File: config.mk
export PLATFORM = sky130hd
export DESIGN_NAME = dac_window_fsm_n_flat
export DESIGN_NICKNAME = d
export VERILOG_FILES = /design/src/rtl/dac_window_fsm_n_if.sv /design/src/rtl/dac_window_fsm_n.sv /design/src/flat_wrapper.sv
export SDC_FILE = /design/constraint.sdc
export NUM_CORES = 1
export LEC_CHECK = 0
export ABC_CLOCK_PERIOD_IN_PS = 13250
export BUFFER_PORTS_ARGS = -buffer_cell sky130_fd_sc_hd__buf_2
export CAP_MARGIN = 20
export CORE_MARGIN = 2
export CORE_UTILIZATION = 55
export DETAILED_ROUTE_END_ITERATION = 10
export PLACE_DENSITY = 0.76
export REMOVE_ABC_BUFFERS = 1
export SETUP_SLACK_MARGIN = 0.1
export SYNTH_ARGS = -nofsm -noshare
export SYNTH_HDL_FRONTEND = slang
export SYNTH_SLANG_ARGS = --single-unit
File: constraint.sdc
create_clock -name dataclk -period 13.25 [get_ports dataclk]
set_clock_uncertainty 0.15 [all_clocks]
set_input_delay 1.9875 -clock dataclk [delete_from_list [all_inputs] [get_ports dataclk]]
set_output_delay 1.9875 -clock dataclk [all_outputs]
set_load 0.01 [all_outputs]
File: src/rtl/dac_window_fsm_n_if.sv
// rtl/dac_window_fsm_n_if.sv - sample, config and status bundle for one DAC channel window discriminator
interface dac_window_fsm_n_if #(
  parameter int N_WIN = 4,
  parameter int DW    = 16,
  parameter int CW    = 16
);
  logic                  fsm_en;
  logic                  sample_valid;
  logic [DW-1:0]         sample;
  logic [N_WIN*DW-1:0]   thrsh;
  logic [N_WIN-1:0]      thrsh_pol;
  logic [N_WIN-1:0]      edge_type;
  logic [N_WIN-1:0]      win_en;
  logic [N_WIN*CW-1:0]   start_win;
  logic [N_WIN*CW-1:0]   stop_win;
  logic [CW-1:0]         stop_max;
  logic [CW-1:0]         refractory;
  logic                  detect;
  logic                  busy;
  logic [N_WIN-1:0]      win_hit;
  logic [1:0]            state;
  logic [CW-1:0]         sample_cnt;
  logic [15:0]           match_cnt;

  modport master (
    output fsm_en, sample_valid, sample, thrsh, thrsh_pol, edge_type, win_en,
           start_win, stop_win, stop_max, refractory,
    input  detect, busy, win_hit, state, sample_cnt, match_cnt
  );

  modport slave (
    input  fsm_en, sample_valid, sample, thrsh, thrsh_pol, edge_type, win_en,
           start_win, stop_win, stop_max, refractory,
    output detect, busy, win_hit, state, sample_cnt, match_cnt
  );
endinterface

File: src/rtl/dac_window_fsm_n.sv
// rtl/dac_window_fsm_n.sv - N-window spike discriminator with config shadowing, refractory lockout and match counter
module dac_window_fsm_n #(
  parameter int N_WIN = 4,
  parameter int DW    = 16,
  parameter int CW    = 16
) (
  input  logic             dataclk,
  input  logic             reset_n,
  dac_window_fsm_n_if.slave bus
);

  localparam logic [1:0] S_IDLE    = 2'd0;
  localparam logic [1:0] S_TRACK   = 2'd1;
  localparam logic [1:0] S_REFRACT = 2'd2;

  logic [1:0]          r_state;
  logic                r_detect;
  logic [N_WIN-1:0]    r_win_hit;
  logic [CW-1:0]       r_sample_cnt;
  logic [CW-1:0]       r_refr_left;
  logic [15:0]         r_match_cnt;

  // Shadow copies of the config, frozen at trigger time
  logic [N_WIN*DW-1:0] r_thrsh;
  logic [N_WIN-1:0]    r_pol;
  logic [N_WIN-1:0]    r_edge;
  logic [N_WIN-1:0]    r_en;
  logic [N_WIN*CW-1:0] r_start;
  logic [N_WIN*CW-1:0] r_stop;
  logic [CW-1:0]       r_stop_max;
  logic [CW-1:0]       r_refr;

  logic                w_idle;
  logic [N_WIN*DW-1:0] w_thrsh;
  logic [N_WIN-1:0]    w_pol;
  logic [N_WIN-1:0]    w_edge;
  logic [N_WIN-1:0]    w_en;
  logic [N_WIN*CW-1:0] w_start;
  logic [N_WIN*CW-1:0] w_stop;
  logic [CW-1:0]       w_stop_max;
  logic [CW-1:0]       w_refr;
  logic [CW-1:0]       w_idx;
  logic [N_WIN-1:0]    w_hit_prev;
  logic [N_WIN-1:0]    w_cross;
  logic [N_WIN-1:0]    w_hit_next;
  logic [N_WIN-1:0]    w_viol;
  logic [N_WIN-1:0]    w_miss;
  logic [N_WIN-1:0]    w_sat;
  logic                w_trigger;
  logic                w_at_end;
  logic                w_abort;
  logic                w_match;
  logic                w_eval;

  // The trigger sample is judged against live config, which is what gets latched
  assign w_idle     = (r_state == S_IDLE);
  assign w_thrsh    = w_idle ? bus.thrsh      : r_thrsh;
  assign w_pol      = w_idle ? bus.thrsh_pol  : r_pol;
  assign w_edge     = w_idle ? bus.edge_type  : r_edge;
  assign w_en       = w_idle ? bus.win_en     : r_en;
  assign w_start    = w_idle ? bus.start_win  : r_start;
  assign w_stop     = w_idle ? bus.stop_win   : r_stop;
  assign w_stop_max = w_idle ? bus.stop_max   : r_stop_max;
  assign w_refr     = w_idle ? bus.refractory : r_refr;
  assign w_idx      = w_idle ? '0 : r_sample_cnt + CW'(1);
  assign w_hit_prev = w_idle ? '0 : r_win_hit;

  for (genvar k = 0; k < N_WIN; k++) begin : g_win
    logic [DW-1:0] w_thr;
    logic [CW-1:0] w_lo;
    logic [CW-1:0] w_hi_raw;
    logic [CW-1:0] w_hi;
    logic          w_live;
    logic          w_active;

    assign w_thr      = w_thrsh[k*DW +: DW];
    assign w_lo       = w_start[k*CW +: CW];
    assign w_hi_raw   = w_stop[k*CW +: CW];
    // Bounds past the final index are clipped; an empty window counts as satisfied
    assign w_hi       = (w_hi_raw > w_stop_max) ? w_stop_max : w_hi_raw;
    assign w_live     = w_en[k] && (w_lo <= w_hi);
    assign w_active   = w_live && (w_idx >= w_lo) && (w_idx <= w_hi);
    assign w_cross[k] = w_pol[k] ? (bus.sample >= w_thr) : (bus.sample <= w_thr);
    assign w_hit_next[k] = w_hit_prev[k] | (w_active & ~w_edge[k] & w_cross[k]);
    assign w_viol[k]  = w_active & w_edge[k] & w_cross[k];
    assign w_miss[k]  = w_live && !w_edge[k] && (w_idx > w_hi) && !w_hit_next[k];
    assign w_sat[k]   = !w_live || w_edge[k] || w_hit_next[k];
  end

  assign w_trigger = w_idle && bus.win_en[0] && w_cross[0];
  assign w_at_end  = (w_idx == w_stop_max);
  // An exclusion hit on the final sample beats a completed match
  assign w_abort   = (|w_viol) || (|w_miss) || (w_at_end && !(&w_sat));
  assign w_match   = w_at_end && !w_abort;
  assign w_eval    = bus.sample_valid && (w_trigger || (r_state == S_TRACK));

  // Capture the config on the trigger sample so later edits only affect the next trial
  always_ff @(posedge dataclk or negedge reset_n) begin
    if (!reset_n) begin
      r_thrsh    <= '0;
      r_pol      <= '0;
      r_edge     <= '0;
      r_en       <= '0;
      r_start    <= '0;
      r_stop     <= '0;
      r_stop_max <= '0;
      r_refr     <= '0;
    end else if (bus.fsm_en && bus.sample_valid && w_trigger) begin
      r_thrsh    <= bus.thrsh;
      r_pol      <= bus.thrsh_pol;
      r_edge     <= bus.edge_type;
      r_en       <= bus.win_en;
      r_start    <= bus.start_win;
      r_stop     <= bus.stop_win;
      r_stop_max <= bus.stop_max;
      r_refr     <= bus.refractory;
    end
  end

  // Trial sequencing: trigger, per-sample window tracking, detect and refractory countdown
  always_ff @(posedge dataclk or negedge reset_n) begin
    if (!reset_n) begin
      r_state      <= S_IDLE;
      r_detect     <= 1'b0;
      r_win_hit    <= '0;
      r_sample_cnt <= '0;
      r_refr_left  <= '0;
      r_match_cnt  <= '0;
    end else if (!bus.fsm_en) begin
      r_state   <= S_IDLE;
      r_detect  <= 1'b0;
      r_win_hit <= '0;
    end else begin
      r_detect <= 1'b0;
      if (w_eval) begin
        r_sample_cnt <= w_idx;
        r_win_hit    <= w_hit_next;
        if (w_abort) begin
          r_state <= S_IDLE;
        end else if (w_match) begin
          r_detect    <= 1'b1;
          r_match_cnt <= (r_match_cnt == 16'hFFFF) ? r_match_cnt : r_match_cnt + 16'd1;
          r_refr_left <= w_refr - CW'(1);
          r_state     <= (w_refr == '0) ? S_IDLE : S_REFRACT;
        end else begin
          r_state <= S_TRACK;
        end
      end else if (bus.sample_valid && (r_state == S_REFRACT)) begin
        if (r_refr_left == '0) r_state <= S_IDLE;
        else                   r_refr_left <= r_refr_left - CW'(1);
      end
    end
  end

  assign bus.detect     = r_detect;
  assign bus.busy       = (r_state != S_IDLE);
  assign bus.win_hit    = r_win_hit;
  assign bus.state      = r_state;
  assign bus.sample_cnt = r_sample_cnt;
  assign bus.match_cnt  = r_match_cnt;

endmodule

File: src/flat_wrapper.sv
// flat-port wrapper written by rule: the top's interface ports become plain ports
module dac_window_fsm_n_flat 
#(
  parameter int N_WIN = 4,
  parameter int DW    = 16,
  parameter int CW    = 16
)
  (dataclk, reset_n, bus_fsm_en, bus_sample_valid, bus_sample, bus_thrsh, bus_thrsh_pol, bus_edge_type, bus_win_en, bus_start_win, bus_stop_win, bus_stop_max, bus_refractory, bus_detect, bus_busy, bus_win_hit, bus_state, bus_sample_cnt, bus_match_cnt);
  dac_window_fsm_n_if #(.N_WIN(N_WIN), .DW(DW), .CW(CW)) bus_i ();
  input  logic dataclk;
  input  logic reset_n;
  input wire logic [$bits(bus_i.fsm_en)-1:0] bus_fsm_en;
  input wire logic [$bits(bus_i.sample_valid)-1:0] bus_sample_valid;
  input wire logic [$bits(bus_i.sample)-1:0] bus_sample;
  input wire logic [$bits(bus_i.thrsh)-1:0] bus_thrsh;
  input wire logic [$bits(bus_i.thrsh_pol)-1:0] bus_thrsh_pol;
  input wire logic [$bits(bus_i.edge_type)-1:0] bus_edge_type;
  input wire logic [$bits(bus_i.win_en)-1:0] bus_win_en;
  input wire logic [$bits(bus_i.start_win)-1:0] bus_start_win;
  input wire logic [$bits(bus_i.stop_win)-1:0] bus_stop_win;
  input wire logic [$bits(bus_i.stop_max)-1:0] bus_stop_max;
  input wire logic [$bits(bus_i.refractory)-1:0] bus_refractory;
  output wire logic [$bits(bus_i.detect)-1:0] bus_detect;
  output wire logic [$bits(bus_i.busy)-1:0] bus_busy;
  output wire logic [$bits(bus_i.win_hit)-1:0] bus_win_hit;
  output wire logic [$bits(bus_i.state)-1:0] bus_state;
  output wire logic [$bits(bus_i.sample_cnt)-1:0] bus_sample_cnt;
  output wire logic [$bits(bus_i.match_cnt)-1:0] bus_match_cnt;
  assign bus_i.fsm_en = bus_fsm_en;
  assign bus_i.sample_valid = bus_sample_valid;
  assign bus_i.sample = bus_sample;
  assign bus_i.thrsh = bus_thrsh;
  assign bus_i.thrsh_pol = bus_thrsh_pol;
  assign bus_i.edge_type = bus_edge_type;
  assign bus_i.win_en = bus_win_en;
  assign bus_i.start_win = bus_start_win;
  assign bus_i.stop_win = bus_stop_win;
  assign bus_i.stop_max = bus_stop_max;
  assign bus_i.refractory = bus_refractory;
  assign bus_detect = bus_i.detect;
  assign bus_busy = bus_i.busy;
  assign bus_win_hit = bus_i.win_hit;
  assign bus_state = bus_i.state;
  assign bus_sample_cnt = bus_i.sample_cnt;
  assign bus_match_cnt = bus_i.match_cnt;
  dac_window_fsm_n #(.N_WIN(N_WIN), .DW(DW), .CW(CW)) u_core (.dataclk(dataclk), .reset_n(reset_n), .bus(bus_i));
endmodule
==> flow_summary_export.csv <==
group,metric,value,unit
critical_path,path_depth,28,
critical_path,cp_max_fo,54,
pwr,switching_share,0.3861,
layout,area_growth,13.51,%
clocking,clockBufferDepth,3,
logic_synthesis,synth_compound_area_frac,0.1363,
hold_path,min_path_type,"reg2reg",
timing,slew_viol_final,0,
grt,use_met3,0.07264,
detailed_routing,route.detailed.drc,0,
logic_synthesis,synthFlopType,"dfrtp_1",
logic_synthesis,synth_xor_area_frac,0.02375,
critical_path,crit_top_cell,"buf_4",
critical_path,cp_num_buf_inv,5,
grt,met1_usage,0.4100,
pwr,clkPwrFrac,0.219,
detailed_routing,avgRoutedWirePerCell,21.91,um
clocking,post_cts_buffers,0,
logic_synthesis,syn_area,24130,um2
timing,max_freq,106.7,MHz
logic_synthesis,synth_fa_ha_area_frac,0.1600,
logic_synthesis,synth_edf_count,0,
layout,final_common_cell,"nand2_1",
placed_design,globalplace.congestion,0.9675,
timing,fin_crit_sh,0.7076,
critical_path,r2r_cells,28,
critical_path,setup.worst_path.start,"u_core.bus.state[0]$_DFFE_PN0P_",
grt,grt_start_max_net_pins,78,
floorplan,fp.dieH,213.5,um
run,max_cap_violations,0,
timing,hold-worst-slack,0.3205,ns
logic_synthesis,synth.avg_cell_area,9.538,um2
grt,use_met2,0.5503,
floorplan,dieWidth,213.5,um
layout,nets,3360,
logic_synthesis,ys_ff_latch,291,
pwr,p_leak,14.19,nW
pwr,vdd_drop_max,0.0001226,V
floorplan,design.core.area,43170,um2
placed_design,postPlaceCellArea,26190,um2
logic_synthesis,yosys_warnings,0,
layout,design_area,27390,um2
critical_path,crit_slowest_cell,"nor2b_2",
floorplan,start_util,0.5589,
layout,ff_latch_area,7282,um2
timing,layout_min_cycle_time,9.376,ns
logic_synthesis,synthCells,2530,
floorplan,design.die.area,45570,um2
timing,finalHoldViolCount,0,
layout,fillCellCount,3654,
placed_design,io_buffers,295,
clocking,cts_buffers,35,
critical_path,regToRegSetupSlack,3.87,ns
grt,grt-ovfl-total,0,
logic_synthesis,synth-simple-area-share,0.1441,
grt,antenna_found_initial,19,
critical_path,cp_top_family,"compound AO/OA/AOI/OAI gates",
detailed_routing,vias,20970,
placed_design,hpwl,58.16,mm
critical_path,timing.rr.start,"u_core.bus.state[0]$_DFFE_PN0P_",
grt,grt_pass1_wl,115.1,mm
logic_synthesis,synth_top_family_by_area,"multiplexers",
timing,slew_headroom,0.2775,
detailed_routing,routed_wl,74.93,mm
grt,grt.busiest_layer,"met2",
pwr,power-per-cell-area,159.9,nW/um2
critical_path,endpoint_kind,"flip-flop",
critical_path,r2r_end,"u_core.r_refr_left[11]$_DFFE_PN0P_",
detailed_routing,vias_per_cell,6.132,
pwr,combPwrFrac,0.443,
critical_path,critPathKind,"reg2reg",
timing,rsz0062_at_grt,"no",
grt,groute.usage.overall,0.3268,
layout,final_cell_mix,"329 x nand2_1, 307 x ha_1, 294 x buf_2, 291 x dfrtp_1, 254 x mux2_2",
clocking,insertion_delay,0.57,ns
layout,multi_input_area,16020,um2
critical_path,slowest_delay,0.84,ns
clocking,cts.sinks,291,
floorplan,io_pins,296,
critical_path,timing.critical_path.to,"u_core.r_refr_left[11]$_DFFE_PN0P_",
logic_synthesis,yosysUniqueCellTypes,96,
logic_synthesis,yosysSeqAreaShare,0.3018,
clocking,path_clk_slew,0.06,ns
floorplan,num_rows,76,
timing,tightest_slew,1.079,ns
logic_synthesis,yosysTopAreaCellShare,0.3018,
critical_path,cp_data_required_time,13.55,ns
detailed_routing,drtPass1Iterations,7,
pwr,seqPwrFrac,0.339,
timing,setup_viol,0,
critical_path,startpoint_type,"flip-flop",
pwr,p_int,2.688,mW
clocking,ctsHoldBuffers,0,
logic_synthesis,synthMuxAreaShare,0.1986,
logic_synthesis,synth_top_area_cell,"dfrtp_1",
grt,grt_pass1_vias,21070,
pwr,switchingPower,1.691,mW
clocking,cts_tree,"built",
logic_synthesis,async_reset_ff_frac,1.000,
detailed_routing,drt_iter0_markers,1570,
status,outcome,"completed",
clocking,htree_levels,2,
clocking,cts_resized,0,
layout,drive_above_1_share,0.2473,
critical_path,cp.arrival,9.68,ns
clocking,cts_root_buf,"clkbuf_16",
detailed_routing,detail-route-antenna-nets,0,
logic_synthesis,synthTopCellsByArea,"dfrtp_1 30%, ha_1 16%, mux2_2 12%",
routing by layer:
layer  share of wire  vias up  wire (um)
met2            0.47      708      35340
met1            0.42    10170      31400
met4           0.034       16       2537
met3           0.074      175       5559
met5          0.0012        -         92
li1                -     9902          -
area by class of cell:
cell class / instances / share of cell area
diodes: 11 / 0.001005
clock buffers: 51 / 0.03673
clock inverters: 12 / 0.004477
inverters: 102 / 0.01407
multi-input cells: 2032 / 0.5849
flip-flops and latches: 291 / 0.2659
well taps: 585 / 0.02672
repair buffers: 335 / 0.06623
flip-flops by register name (all words and copies together), names as in the netlist:
signal and flops:
u_core.bus.detect 1, u_core.bus.match_cnt 16, u_core.bus.sample_cnt 16, u_core.bus.state 2, u_core.bus.win_hit 4, u_core.r_edge 4
u_core.r_en 4, u_core.r_pol 4, u_core.r_refr 16, u_core.r_refr_left 16, u_core.r_start 64, u_core.r_stop 64
u_core.r_stop_max 16, u_core.r_thrsh 64
worst min-delay path by stage:
| stage | from | endpoint | slack, ns | cells past startpoint |
|---|---|---|---|---|
| final | u_core.r_en[0]$_DFFE_PN0P_ | u_core.r_en[0]$_DFFE_PN0P_ | 0.32 | 1 |
| after global placement | u_core.r_en[0]$_DFFE_PN0P_ | u_core.r_en[0]$_DFFE_PN0P_ | 0.30 | 1 |
| after CTS | u_core.r_en[0]$_DFFE_PN0P_ | u_core.r_en[0]$_DFFE_PN0P_ | 0.32 | 1 |
| after global routing | u_core.r_en[0]$_DFFE_PN0P_ | u_core.r_en[0]$_DFFE_PN0P_ | 0.35 | 1 |
| after floorplan | u_core.r_en[0]$_DFFE_PN0P_ | u_core.r_en[0]$_DFFE_PN0P_ | 0.28 | 1 |
| after detailed placement | u_core.r_en[0]$_DFFE_PN0P_ | u_core.r_en[0]$_DFFE_PN0P_ | 0.31 | 1 |
cell families (layout without fill, tap and decap cells):
kind of cell	count (synthesis)	after routing
adders and majority gates	309	309
AOI/OAI and AO/OA	497	497
muxes	441	441
and+or+nand+nor	722	722
DFF	291	291
xor gates and xnor gates	63	63
other	0	11
buffers and inverters	207	500
metrics by stage:
step / setup TNS, ns / util / setup slack, ns / power, mW / instances
floorplan: -742.63 / - / -3.075 / 2.870 / 2425
global placement: 0 / 0.6067 / 4.101 / 3.283 / 3343
detailed placement: 0 / 0.6067 / 3.980 / 3.393 / 3343
CTS: 0 / 0.6329 / 4.048 / 4.366 / 3406
global route: 0 / 0.6343 / 3.447 / 4.677 / 3416
finish: 0 / 0.6345 / 3.874 / 4.379 / 3419
cells in the mapped netlist, types with 15 or more instances:
cell type / count
nor3_1: 31
a21o_1: 52
mux2_2: 254
o21a_1: 28
a211oi_1: 21
buf_2: 23
o211ai_1: 21
a31o_2: 16
xor2_1: 24
mux2i_1: 178
nor4_1: 25
nand4_1: 53
a21oi_1: 109
dfrtp_1: 291
o21ai_0: 120
o21ai_1: 15
inv_1: 101
ha_1: 307
and3_1: 29
nand2_1: 329
nand3_1: 46
nor2_1: 103
xnor2_1: 37
nor2b_1: 20
clkbuf_1: 65
power by group through the flow:
stage	clock, mW	sequential, mW	combinational, mW
final	0.959	1.48	1.94
after global routing	1.01	1.52	2.14
after CTS	0.974	1.47	1.92
after detailed placement	0	1.49	1.91
after global placement	0	1.46	1.83
after floorplan	0	1.42	1.45
No activity file was read; power rests on OpenSTA's default activity.
